<file path="src/rtl/gate_model_tester.sv">
// Pattern generator, settle timer and 16-bit MISR around a combinational gate model.
// Define GMT_EXHAUSTIVE_EN to swap the LFSR for an N_IN-bit up-counter starting at 0.
module gate_model_tester #(
    parameter int unsigned N_IN   = 20,
    parameter int unsigned N_OUT  = 10,
    parameter int unsigned N_PAT  = 1024,
    parameter int unsigned SETTLE = 2,
    parameter logic [19:0] SEED   = 20'h00001
) (
    input  logic              clk,
    input  logic              rst,
    input  logic              start,
    input  logic              abort,
    input  logic [N_OUT-1:0]  resp,
    input  logic [15:0]       exp_sig,
    output logic [N_IN-1:0]   stim,
    output logic              busy,
    output logic              done,
    output logic              pass,
    output logic [15:0]       signature,
    output logic [15:0]       pat_count
);

    localparam int unsigned CNT_W       = (SETTLE > 2) ? $clog2(SETTLE) : 1;
    localparam logic [CNT_W-1:0] CNT_INIT = CNT_W'(SETTLE - 1);
    localparam logic [15:0] N_PAT_W     = 16'(N_PAT);
    localparam logic [15:0] MISR_POLY   = 16'h1021;

`ifdef GMT_EXHAUSTIVE_EN
    localparam int unsigned GEN_W = N_IN;
    localparam logic [GEN_W-1:0] GEN_INIT = '0;
`else
    localparam int unsigned GEN_W = 20;
    localparam logic [GEN_W-1:0] GEN_INIT = (SEED == 20'h0) ? 20'h00001 : SEED;
`endif

    typedef enum logic [2:0] {
        S_IDLE,
        S_APPLY,
        S_SETTLE,
        S_CAPTURE,
        S_DONE
    } state_t;

    state_t             state_q, state_d;
    logic [GEN_W-1:0]   gen_q, gen_d, gen_step;
    logic [CNT_W-1:0]   cnt_q, cnt_d;
    logic [15:0]        misr_q, misr_d, misr_step;
    logic [15:0]        pcnt_q, pcnt_d;
    logic [N_IN-1:0]    stim_q, stim_d;
    logic               busy_q, busy_d;
    logic               done_q, done_d;
    logic               last_pat;

    // Next pattern source and signature compaction step.
    always_comb begin
`ifdef GMT_EXHAUSTIVE_EN
        gen_step = gen_q + GEN_W'(1);
`else
        gen_step = {gen_q[18:0], gen_q[19] ^ gen_q[16]};
`endif
        misr_step = {misr_q[14:0], 1'b0} ^ (misr_q[15] ? MISR_POLY : 16'h0000) ^ 16'(resp);
        last_pat  = ({1'b0, pcnt_q} + 17'd1) >= {1'b0, N_PAT_W};
    end

    // busy/done are registered decodes of the current state, so they trail the state by one edge.
    always_comb begin
        state_d = state_q;
        gen_d   = gen_q;
        cnt_d   = cnt_q;
        misr_d  = misr_q;
        pcnt_d  = pcnt_q;
        stim_d  = stim_q;
        busy_d  = (state_q == S_APPLY) || (state_q == S_SETTLE) || (state_q == S_CAPTURE);
        done_d  = (state_q == S_DONE);

        case (state_q)
            S_IDLE, S_DONE: begin
                if (start) begin
                    gen_d   = GEN_INIT;
                    misr_d  = 16'h0000;
                    pcnt_d  = 16'h0000;
                    done_d  = 1'b0;
                    state_d = S_APPLY;
                end
            end
            S_APPLY: begin
                stim_d  = N_IN'(gen_q);
                cnt_d   = CNT_INIT;
                state_d = S_SETTLE;
            end
            S_SETTLE: begin
                if (cnt_q == '0) begin
                    state_d = S_CAPTURE;
                end else begin
                    cnt_d = cnt_q - CNT_W'(1);
                end
            end
            S_CAPTURE: begin
                misr_d  = misr_step;
                pcnt_d  = (pcnt_q >= N_PAT_W) ? pcnt_q : pcnt_q + 16'd1;
                gen_d   = gen_step;
                state_d = last_pat ? S_DONE : S_APPLY;
            end
            default: state_d = S_IDLE;
        endcase

        // Abort overrides everything, but the partial signature and count stay visible.
        if (abort) begin
            state_d = S_IDLE;
            busy_d  = 1'b0;
            done_d  = 1'b0;
            stim_d  = '0;
            misr_d  = misr_q;
            pcnt_d  = pcnt_q;
        end
    end

    always_ff @(posedge clk) begin
        if (rst) begin
            state_q <= S_IDLE;
            gen_q   <= GEN_INIT;
            cnt_q   <= '0;
            misr_q  <= 16'h0000;
            pcnt_q  <= 16'h0000;
            stim_q  <= '0;
            busy_q  <= 1'b0;
            done_q  <= 1'b0;
        end else begin
            state_q <= state_d;
            gen_q   <= gen_d;
            cnt_q   <= cnt_d;
            misr_q  <= misr_d;
            pcnt_q  <= pcnt_d;
            stim_q  <= stim_d;
            busy_q  <= busy_d;
            done_q  <= done_d;
        end
    end

    assign stim      = stim_q;
    assign busy      = busy_q;
    assign done      = done_q;
    assign signature = misr_q;
    assign pat_count = pcnt_q;
    assign pass      = done_q && (misr_q == exp_sig);

endmodule

</file>
<file path="config.mk">
export PLATFORM = sky130hd
export DESIGN_NAME = gate_model_tester
export DESIGN_NICKNAME = d
export VERILOG_FILES = /design/src/rtl/gate_model_tester.sv
export SDC_FILE = /design/constraint.sdc
export NUM_CORES = 1
export LEC_CHECK = 0
export ABC_AREA = 1
export CORE_MARGIN = 5
export CORE_UTILIZATION = 40
export CTS_CLUSTER_SIZE = 28
export DETAILED_ROUTE_END_ITERATION = 10
export PLACE_DENSITY = 0.7
export RECOVER_POWER = 100
export SKIP_LAST_GASP = 1
export SLEW_MARGIN = 15
export SYNTH_ARGS = -nofsm -noshare
export SYNTH_HDL_FRONTEND = slang
export SYNTH_SLANG_ARGS = --single-unit
</file>
<file path="constraint.sdc">
create_clock -name clk -period 3 [get_ports clk]
set_clock_uncertainty 0.15 [all_clocks]
set_input_delay 0.3 -clock clk [delete_from_list [all_inputs] [get_ports clk]]
set_output_delay 0.3 -clock clk [all_outputs]
set_load 0.1 [all_outputs]
</file>
After elaboration in Yosys (flattened, before gate mapping)
Cells that the tools add are included.
{"block": "totals", "ff_bits": 78, "latch_bits": 0, "ramBits": 0, "romBits": 0, "output_inout_bits": 55, "word_cells": 52, "n_memories": 0}
{"block": "op_classes", "n_addsub": 3, "multipliers": 0, "div_mod_pow": 0, "order_cmp": 2, "eq_ne": 8, "n_shift": 0, "mux": 15, "bitwise_logic": 4, "n_reduce_logical": 12}
{"op": "$pmux 16 s2", "count": 2}
{"op": "$pmux 20 s2", "count": 1}
{"op": "$mux 16", "count": 2}
{"op": "$mux 20", "count": 1}
{"op": "$add 16x1->17 const B", "count": 1}
{"op": "$ge 17x11->1 const B", "count": 1}
{"op": "$add 16x1->16 const B", "count": 1}
{"op": "$eq 16x16->1", "count": 1}
{"op": "$ge 16x11->1 const B", "count": 1}
{"op": "$xor 16x10->16", "count": 1}
{"op": "$xor 16x13->16", "count": 1}
{"op": "$mux 13", "count": 1}
{"op": "$pmux 3 s4", "count": 1}
{"op": "$mux 3", "count": 3}
{"op": "$eq 3x2->1 const B", "count": 2}
{"op": "$ne 2x2->1 const B", "count": 3}
{"op": "$reduce_and 2->1", "count": 2}
{"op": "$reduce_and 4->1", "count": 1}
{"op": "$reduce_bool 2->1", "count": 2}
{"op": "$reduce_or 2->1", "count": 2}
{"op": "$eq 3x1->1 const B", "count": 1}
{"op": "$eq 3x3->1 const B", "count": 1}
{"op": "$logic_not 3->1", "count": 1}
{"op": "$mux 1", "count": 3}
{"op": "7 further kinds", "count": 8}

Depth between registers and ports, before layout
Gate-level depths: netlist of run 1.
{"block": "depth", "word_depth": 4, "mapped_depth": 11, "mapped_depth_nobuf": 11}

Worst setup path after synthesis of run 1
OpenSTA, ideal clock, no wires.
{"block": "synth_path", "path_type": "reg2out", "start": "reg misr_q[8] (netlist: signature[8])", "end": "out pass", "arrival_time_ps": 2906, "required_ps": 2550, "slack_ps": -356, "stages_incl_launch_ff": 7, "n_path_buf": 0, "path_cell_list": "dfxtp_1 -> inv_1 -> nand2_1 -> o21ai_0 -> nor4_1 -> nand3_1 -> nor2_1"}
{"block": "synth_via", "elab_chain_cells": 2}
{"element": "start: declaration", "line_no": "48", "rtl": "logic [15:0] misr_q, misr_d, misr_step;"}
{"element": "start signal: assignment", "line_no": "133", "rtl": "misr_q <= misr_d;"}
{"element": "$eq 16x16->1", "line_no": "146", "rtl": "assign pass = done_q && (misr_q == exp_sig);"}
{"element": "$logic_and 1x1->1", "line_no": "146"}
{"element": "end: declaration", "line_no": "19", "rtl": "output logic pass,"}
Every way passes these cells.

Final worst setup path of run 1
{"block": "layout_path", "start": "reg state_q[2]", "end": "reg pcnt_q[10] (netlist: pat_count[10])"}
{"block": "layout_via", "elab_chain_cells": 4}
{"element": "start: declaration", "line_no": "45", "rtl": "state_t state_q, state_d;"}
{"element": "start signal: assignment", "line_no": "130", "rtl": "state_q <= state_d;"}
{"element": "$eq 3x3->1 or $logic_not 3->1 (tied branches)", "line_no": "77", "rtl": "case (state_q)"}
{"element": "$reduce_or 2->1", "line_no": "77"}
{"element": "$ne 2x2->1 (no source line) or $reduce_bool 2->1 (tied branches)"}
{"element": "$reduce_and 4->1 (no source line)"}
{"element": "end signal: assignment", "line_no": "134", "rtl": "pcnt_q <= pcnt_d;"}
{"element": "end: declaration", "line_no": "49", "rtl": "logic [15:0] pcnt_q, pcnt_d;"}
Several ways; a longest one is shown, not always the timed one.
A chain may end at the register's enable or synchronous reset.

==> metrics list, run 1 <==
* Clock sinks: 78
- The flow ran to the end, and the final reports show no timing, DRC or antenna violations.
- Top Metal Used: met4
- Final setup violation count: 0
- Worst hold margin: 312 ps
- Setup_tns: 0 ps
* Arr. time, crit path: 2490 ps
* Slowest cell delay on critical path: 490 ps
* Crit path required time: 3040 ps
* Share of the synthesized area in the top cell type: 45.1%
* Cells resized by post-CTS repair: 0
- Clock transition at the registers of the reported paths: 80 ps
* Violation count after the first detailed-routing iteration: 133
- The floorplan step defined a die boundary enclosing 10600 µm².
- For this run, design rule violations remaining after detail routing come to 0.
- After clock tree synthesis, the flow added hold-fix buffers numbering 0.
- By startpoint and endpoint, the worst setup path is classified as flop to flop.
* Kind of cell adding the most delay to the critical path: buffers and inverters
* Final hold viol count: 0
* Share of synthesized area occupied by flip-flops and latches: 45.1%
- The initial antenna violation count is 0.
- Final Cycle Share: 81.7%
* Combinational family with the most area after synthesis: simple AND/OR/NAND/NOR gates
- Synthesized-area fraction occupied by ao, oa, aoi and oai cells: 16.4%
- The floorplan step set the die height to 103 µm.
- After detailed routing, the wire length on met1 is 4120 µm.
- Met2 wire length: 4400 µm
- Main flop type after synthesis: dfxtp_1
- The number of different library cells used by synthesis comes to 34.
- Cell area after technology mapping: 3460 µm²
- Slew Limit Headroom: 19.4%
* Site row count: 34
- Pwr per Cell Area: 517 nW/µm²
* DRT Pass-1 Iters: 4
- Global placement routability congestion: 0.831
* Pleak: 0.00154 µW
- The final number of max-transition violations was 0.
- Setup repair after global routing left no endpoint under its margin.
- Aggregate routed wire length: 9030 µm
- Synth-to-layout area growth: 22.2%
- Along the worst path, the maximum fanout reaches 18.
- The number of nets handed over by synthesis was 496.
* Adder-cell area share of the yosys netlist: 0.723%
- Fraction of final layout cells with drive strength greater than 1: 4.93%
* Number of maximum-capacitance violations: 0
* Via count: 3308
- After the last flow step, the layout net total stands at 575.
- Overall global routing resource usage: 17.2%
* Highest attainable clock frequency: 408 MHz
* Global-route wire length before repair: 14500 µm
* Root buf cell: clkbuf_8
* Avg Inst Size Synth: 7.46 µm²
- Cell with the largest stage delay on the worst path: inv_1
* Simple-gate portion of the synthesized area: 26.0%
- For this run the aggregate overflow at the end of global routing stands at 0.
- The number of global-route vias before repair is 3009.
* Number of synthesized register bits: 78
- Core utilization of the finished layout: 49.2%
- For the worst-skew pair, the clock arrives at the later sink with an insertion delay of 350 ps.
* EDFF count, synth: 0
* Asr flop ratio synth: 0%
* Total CTS buffers: 9
- After detailed routing, the average wire length per cell comes to 13.8 µm.
- Critical Path Source Type: flop
* Number of warnings reported in the yosys synthesis log: 0
- Mean number of vias per cell: 5.04
- Counting along the longest clock path gives a buffer depth of 2.
- The tightest min-delay check is of the flop to flop type.
* Postcts setup bufs: 0
- The worst setup path is captured at a flop.
- Port buffer count: 84
- Cell-by-cell trace of the critical path: inv_1 -> nand3_1 -> inv_1 -> nand2_2 -> nand3_1 -> inv_1 -> nand3_1 -> a21oi_1
* Maximum number of pins on one net before global-route repair: 33
- The clock period could shrink to 2450 ps.
* Antenna violation net count after detailed routing: 0
- After Yosys synthesis, XOR and XNOR cells account for 4.81% of the synthesized area.
* Top cell type by total area after synthesis: dfxtp_1
- In the detailed route, the total length drawn on met3 is 428 µm.
- Maximum VDD drop: 0.235 mV
- Number of levels in the clock H-tree: 3
- HPWL after DPL: 6530 µm
- 0 antenna diodes ended up in the layout.
* Cell with the most instances after synthesis: nand2_1
- Portion of netlist area occupied by mux cells: 0%
- Synthesis handed over a netlist of 464 instances.
* TritonCTS clock tree: yes
* Starting density of the core: 40.3%
- At the pin with the least slew margin, the transition time is 1210 ps.
- For this design the top-level I/O count stands at 85.
- Width of the chip: 103 µm
* Area of the core region: 8590 µm²
* Buffering stage count on the worst path with inverters included: 3
* Synth top cells by count: nand2_1, dfxtp_1, nor2_1
- Dominant cells by area after synthesis: dfxtp_1, nand2_1, a21oi_1, nor2_1, xor2_1
-- per-layer routing --
layer	global-route usage [%]	up-vias
met3	4.06	10
met4	4.58	0
met5	0	-
met2	28.3	81
li1	-	1693
met1	22.7	1524
-- area by class of cell --
cell class                 instances  area, µm²
timing repair buffer              89        539
multi-input combinational        327       1640
inverter                          38        143
clock buffer                      10        138
fill                             925       4370
clock inverter                     6       70.1
tap                              108        135
sequential                        78       1560
-- registers in the layout, indices dropped and copies added (netlist names) --
register   flops
state_q        3
stim          20
gen_q         20
done           1
pat_count     16
busy           1
signature     16
cnt_q          1
-- cells by family (layout without fill, tap and decap cells) --
kind of cell	count (synthesis)	after routing
xor+xnor	19	19
fa+ha+maj	2	2
compound gates	101	101
simple gates	205	205
buf+inv	59	143
flops	78	78
-- final timing paths --
path | depth (start not counted) | to | from | slack, ps
hold / removal | 1 | busy | state_q[2] | 310
setup reg to reg | 8 | pat_count[10] | state_q[2] | 550
hold reg to reg | 1 | busy | state_q[2] | 310
setup / recovery | 8 | pat_count[10] | state_q[2] | 550
-- where the power goes --
part | leakage [µW] | internal (µW) | switching, µW
Clock | 0.0000951 | 411 | 405
Combinational | 0.000817 | 77.8 | 223
Sequential | 0.000631 | 1050 | 15.4
-- stage by stage --
| stage | cells | worst slack, ps | area, µm² | power, µW |
|---|---|---|---|---|
| after CTS | 656 | 773 | 4460 | 2220 |
| after floorplan | 464 | 84.7 | 3460 | 1310 |
| after global placement | 640 | 831 | 4260 | 1410 |
| after detailed placement | 640 | 819 | 4260 | 1410 |
| after global routing | 656 | 327 | 4230 | 2280 |
| final | 656 | 550 | 4230 | 2190 |
-- placed cells by master (no fill, tap or decap), types with 2 or more instances in the layout --
cell type	Yosys	layout
nand2_1	95	95
dfxtp_1	78	78
clkbuf_1	14	57
nor2_1	56	56
a21oi_1	53	53
inv_1	34	38
clkdlybuf4s50_1	0	28
o21ai_0	22	23
nand3_1	20	22
xor2_1	18	18
nor3_1	11	12
clkbuf_8	0	10
a211oi_1	9	9
nand4_1	6	6
nand3b_1	6	6
a221oi_1	4	4
o21ai_1	5	4
o22ai_1	3	3
clkinvlp_4	0	3
or2_2	2	2
o2111ai_1	2	2
ha_1	2	2
buf_4	1	2
No activity file was read; power rests on OpenSTA's default activity.
==> run 2, diff against run 1 <==
Clock period 3 ns to 2.57 ns, I/O delays scaled along.
==> run 2 against run 1 <==
Global-route usage down 0.063 points. Sequential share of layout area up 0.36 points. Clock-buffer cell count up 1. Non-clock buffer count down 1. Die area unchanged. Core utilization down 0.44 points. Clock power about the same. Routed wire length down 0.53%. Sequential cell count unchanged. Worst hold slack better by 8.2 ps. Largest cell class unchanged.
==> metrics list, run 2 (same netlist as run 1, synthesis figures left out) <==
* Post-placement cell count: 639
- The final number of max-transition violations is 0.
- The number of hold-slack violations in the final timing report is 0.
* Crit. Startpoint: signature[12]
- In this run, the number of DRC markers left after iteration 0 of detailed routing was 128.
* RSZ-0062 raised after global routing: false
- In this run the tool buffered the top-level ports with 84 buffer cells.
- Setup violations remaining at the end of the flow were counted as 0.
- The startpoint identified for the worst register-to-register timing path is state_q[2].
- Cell with the largest stage delay on the worst path: dfxtp_1
- Setup_tns: 0 ps
* Slew Limit Headroom: 18.5%
- The worst hold path belongs to the class flop to flop.
- The run finished with clean final reports.
- The number of buffers and inverters on the critical path is 1.
- From bottom edge to top edge, the die measures 103 µm.
* Arr. time, crit path: 1910 ps
- For the worst-skew pair, the clock arrives at the later sink with an insertion delay of 340 ps.
- Final Cell Area: 4190 µm²
- Worst-margin pin slew: 1230 ps
* Antenna cell count: 0
- Aggregate routed wire length: 8980 µm
- Once the clock tree was built, the resizer swapped 0 gates to a different size.
- The worst setup path is captured at a primary output.
- The detail route stage leaves a number of antenna-violating nets equal to 0.
- Pwr per Cell Area: 577 nW/µm²
- Max FO, Critical Path: 5
- TritonCTS built the clock tree.
* Kind of cell adding the most delay to the critical path: simple AND/OR/NAND/NOR gates
- Walking the worst path, the cells encountered are or2_2 -> a221oi_1 -> nand3_1 -> nor2_4 -> clkbuf_4.
- Clock sinks: 78
* Commonest cells after routing, fill and taps aside: nand2_1, dfxtp_1, nor2_1, clkbuf_1, a21oi_1
- OpenSTA, run right after detailed placement, puts the worst setup slack at 432 ps.
* Leading cell type in the layout, fill and taps excluded: nand2_1
* Postcts setup bufs: 0
- HPWL after DPL: 6560 µm
- Clock transition at the registers of the reported paths: 80 ps
- NumNets Final: 574
* Number of global-route vias before repair: 3150
- The initial antenna violation count is 0.
* Width of the chip: 103 µm
* Total CTS buffers: 9
- Starting density of the core: 40.3%
* DIE AREA: 10600 µm²
- Global-route wire length before repair: 14700 µm
- The count of cells in the finished layout, fillers not included, comes to 654.
- On the worst path, the slowest cell contributes a delay of 360 ps.
* Minimum setup slack in the final design: 252 ps
- Routed length per placed instance: 13.7 µm
* Maximum VDD drop: 0.382 mV
- The detailed router placed 3289 vias in this run.
- Shortest clock period the worst path allows after layout: 2320 ps
- After floorplanning, the core was sized to cover 8590 µm².
* Post-CTS Hold Fix Bufs: 0
- Pleak: 0.00153 µW
- CP Class: flop to primary output
- In this run the most critical hold path is launched from stim[13].
- 85 I/O pins were placed.
* Maximum number of pins on one net before global-route repair: 47
- Data on the critical path is required at its endpoint by 2160 ps.
- Number of maximum-capacitance violations: 0
- Global placement routability congestion: 0.864
- Global routing finished with a remaining overflow of 0.
- In this run the cell area measured after placement is 4250 µm².
- The worst setup path is launched from a flop.
- Number of levels in the clock H-tree: 3
- Root buf cell: clkbuf_8
- Synth-to-layout area growth: 21.1%
- Final Cycle Share: 90.2%
- In the routed design, unresolved DRC markers number 0.
* Site row count: 34
- Clock Tree Buf Depth: 2
* Fraction of final layout cells with drive strength greater than 1: 5.49%
- Overall global routing resource usage: 17.1%
* Worst hold margin: 320 ps
- The first detailed-routing pass ran for 4 iterations.
- After detailed routing, the number of vias per cell comes to 5.03.
- Based on the critical path, the design can be clocked at up to 431 MHz.
run 2: routing by layer:
layer / share of wire, % / GRT usage, % / up-vias
met2: 50 / 29.9 / 72
li1: - / - / 1695
met4: 0.87 / 4.38 / 0
met3: 4.8 / 4.87 / 10
met5: 0 / 0 / -
met1: 45 / 20.7 / 1512
run 2: where the power goes:
group / switching (µW) / leakage [µW] / internal, µW
combinational: 259 / 0.000815 / 91.2
sequential: 18.7 / 0.000631 / 1230
clock: 441 / 0.0000820 / 377
run 2: per-stage QoR:
| step | utilization (%) | total power (µW) |
|---|---|---|
| 2_1_floorplan | - | 1540 |
| 3_3_place_gp | 49.5 | 1650 |
| 3_5_place_dp | 49.5 | 1650 |
| 4_1_cts | 51.5 | 2470 |
| 5_1_grt | 48.7 | 2530 |
| 6_report | 48.7 | 2420 |
run 2: path summary, 6_finish.rpt:
kind,depth (start not counted),slack [ps],to
worst max register to register,8,370,pat_count[5]
worst min-delay path,2,320,stim[13]
worst max-delay path,5,250,pass
worst min register to register,2,320,stim[13]
run 2: final cells by class:
cell class / count / area, µm²
Inverter: 38 / 143
Multi-Input combinational cell: 327 / 1650
Timing Repair Buffer: 88 / 524
Sequential cell: 78 / 1560
Clock buffer: 11 / 141
Tap cell: 108 / 135
Clock inverter: 4 / 32.5
Fill cell: 892 / 4400
run 2: worst register-to-register path, stage by stage (launching register included):
cell      delay (ps)
dfxtp_1          380
inv_2             80
nand3_1          140
inv_2             80
clkbuf_2         550
o21ai_2          440
inv_1            110
o21ai_1          100
a21oi_1           60
==> run 3, diff against run 2 <==
Settings changed: ABC_AREA 1 to default.
==> run 3 against run 2 <==
Clock power grew 9.7%. Combinational power shrank 50%. First-iteration DRC count grew 7.0%. Via count shrank 7.9%. Worst hold slack lost 12 ps. Routed wire length shrank 7.2%. Sequential cell count is the same. Synthesized cell count shrank 14%. Sequential power shrank 3%. Synthesized area shrank 1.2%. Setup slack gained 87 ps. Final cell count shrank 11%. Largest cell class unchanged. Largest power group unchanged. Highest routed layer unchanged.
==> metrics list, run 3 <==
- STA classifies the critical path startpoint as a flop.
- Global routing used 16.0% of the available tracks.
- The internal portion of the total power is 1710 µW.
* Fraction of power spent switching nets: 25.4%
- Once layout is complete, the cells apart from fillers number 585.
- In the post-synthesis netlist, the biggest area contributors are dfxtp_1, xnor2_1, a21oi_1, nand2_1, nor2_1.
* Insertion delay to the later sink of the worst-skew pair: 340 ps
- The first global-routing pass estimated 13600 µm of wire.
* HPWL after DPL: 6020 µm
* Number of antenna violations at the first check in global routing: 0
- Entering global routing, the biggest net connects 43 pins.
- The critical path is of the flop to flop type.
- In this run, placement finished with an instance count of 569.
- Synthesis produced a netlist whose cell count is 400.
- Pwr per Cell Area: 541 nW/µm²
- Leaving out fill and tap cells, the most frequent cell in the layout is dfxtp_1.
* Shortest clock period the worst path allows after layout: 2230 ps
* DRC Markers: 0
- The number of clock buffers added by TritonCTS is 9.
- Post-CTS Hold Fix Bufs: 0
* NumNets Final: 507
* Number of global-route vias before repair: 2904
* Share of synthesized area occupied by flip-flops and latches: 45.7%
- Relative to the synthesized area, the layout overhead comes to 23.6%.
* TritonCTS clock tree: yes
- Final setup violation count: 0
* Cell with the most instances after synthesis: dfxtp_1
- Avg Inst Size Synth: 8.55 µm²
- Global placement routability congestion: 0.830
* Final hold viol count: 0
- Summed over all cells, the static leakage comes to 0.00139 µW.
* Clock sinks: 78
- Setup repair after global routing left no endpoint under its margin.
* Class of the tightest hold or removal check: flop to flop
- Top cell type by total area after synthesis: dfxtp_1
- The worst pin sits at a relative slew slack of 20.4%.
- For this design, the slowest cell found on the critical path is dfxtp_1.
- Postcts setup bufs: 0
- In the final routed layout, each cell accounts on average for 14.2 µm.
- Cell area after technology mapping: 3420 µm²
* Number of maximum-capacitance violations: 0
- The die covers 10500 µm².
- In the layout the commonest cells are dfxtp_1, clkbuf_1, nand2_1, nor2_1, a21oi_1.
- Cells resized by post-CTS repair: 0
- For the worst setup path, the data arrival time is 2370 ps.
- In this run the remaining antenna-violating nets after routing total 0.
- Share of the synthesized area in the top cell type: 45.7%
- Number of levels in the clock H-tree: 3
- The run finished with clean final reports.
* Number of synthesized register bits: 78
- Slowest cell delay on critical path: 520 ps
- Root buf cell: clkbuf_8
* Highest attainable clock frequency: 448 MHz
- EDFF count, synth: 0
* Width of the chip: 102 µm
* Number of warnings reported in the yosys synthesis log: 0
- The final number of max-transition violations was 0.
* Setup_tns: 0 ps
- Counting distinct cell types in the post-synthesis netlist gives 46.
* Mean number of vias per cell: 5.18
- Broken down by cell family, the worst path's largest delay share belongs to simple AND/OR/NAND/NOR gates.
* Via count: 3029
- NetSw: 581 µW
- Per report_power, the sequential group accounts for 53.0% of the total.
- Buffering stage count on the worst path with inverters included: 0
- GRT Residual Overflow: 0
- Dividing the final minimum period by the clock period gives 86.8%.
- In this run, the number of DRC markers left after iteration 0 of detailed routing was 137.
- Clock-pin slew was measured on the worst setup and hold paths at 90 ps.
- Asr flop ratio synth: 0%
* Cell-by-cell trace of the critical path: and3b_1 -> a31oi_4 -> or2_0 -> or4_1 -> a21oi_1
* Site row count: 33
- Main flop type after synthesis: dfxtp_1
- The number of nets in the synthesized netlist is 432.
- Before antenna repair, the detailed router went through 4 iterations.
* Worst hold margin: 308 ps
- Crit path required time: 2710 ps
- Combinational logic is responsible for 7.7% of the overall power.
* Kind of end point of the critical path: flop
- Share of power burned in the clock network: 39.2%
* Antenna cell count: 0
* Port buffer count: 84
- At the pin with the least slew margin, the transition time is 1200 ps.
* Clock Tree Buf Depth: 2
* Maximum VDD drop: 0.268 mV
- Fraction of final layout cells with drive strength greater than 1: 10.6%
- In this run the worst path has a maximum fanout of 8.
- Ports placed on the boundary: 85
- For this block, the routed nets add up to 8330 µm of wire.
- In this run the standard cell core region covers 8260 µm².
- The die is 102 µm tall.
- Synth top cells by count: dfxtp_1, nand2_1, nor2_1
- The initial utilization of the core area, before any placement, comes to 41.4%.
==> run 3: changes by cell type after synthesis, sizes merged, moves of 10 or more <==
cell	before	now
nand2	96	49
inv	38	5
xnor2	1	30
o21ai	28	4
a22oi	0	20
nand3	22	11
a21oi	53	43
clkbuf	14	24
nor2	57	47
==> run 3: layout make-up <==
class,instances,area (µm²)
flip-flops and latches,78,1590
inverters,5,18.8
repair buffers,93,574
fillers,860,4030
well taps,105,131
clock inverters,6,51.3
multi-input cells,288,1710
clock buffers,10,149
==> run 3: power by group through the flow <==
stage          clock, µW  combinational [µW]  sequential (µW)
2_1_floorplan          0                98.4             1250
3_3_place_gp           0                 180             1240
3_5_place_dp           0                 181             1240
4_1_cts              922                 182             1210
5_1_grt              977                 193             1210
6_report             897                 177             1210
==> run 3: worst paths after layout <==
| path | from | endpoint | slack [ps] | cells past startpoint |
|---|---|---|---|---|
| max | state_q[0] | pat_count[5] | 340 | 5 |
| min | stim[5] | stim[5] | 310 | 2 |
| max reg2reg | state_q[0] | pat_count[5] | 340 | 5 |
| min reg2reg | stim[5] | stim[5] | 310 | 2 |
==> run 3: metal layers <==
| layer | vias to the layer above | part of all wire [%] | track usage [%] |
|---|---|---|---|
| met1 | 1404 | 47 | 21.4 |
| met5 | - | 0 | 0 |
| met4 | 0 | 0.98 | 5.45 |
| li1 | 1525 | - | - |
| met2 | 92 | 45 | 25.4 |
| met3 | 8 | 6.8 | 3.62 |
==> run 3: worst register-to-register path, cell delays in order, from the launching register on <==
cell and delay, ps:
dfxtp_1 520, and3b_1 380, a31oi_4 170, or2_0 340, or4_1 500, a21oi_1 120
==> run 3: metrics by stage <==
stage / power, µW / setup slack, ps / util (%) / area (µm²)
after detailed placement: 1420 / 256 / 51.3 / 4240
after CTS: 2320 / 331 / 53.7 / 4440
after global placement: 1420 / 302 / 51.3 / 4240
final: 2290 / 339 / 51.2 / 4230
after global routing: 2380 / 167 / 51.2 / 4230
after floorplan: 1350 / 38.6 / - / 3480
==> run 3: cell families (layout without fill, tap and decap cells) <==
logic type | count (synthesis) | after routing | synth area share (%)
DFF | 78 | 78 | 45.7
muxes | 2 | 2 | 0.585
buffers and inverters | 34 | 114 | 4.94
AOI/OAI and AO/OA | 78 | 78 | 14.1
and+or+nand+nor | 166 | 166 | 23.7
xor gates and xnor gates | 40 | 40 | 10.2
adders and majority gates | 2 | 2 | 0.732
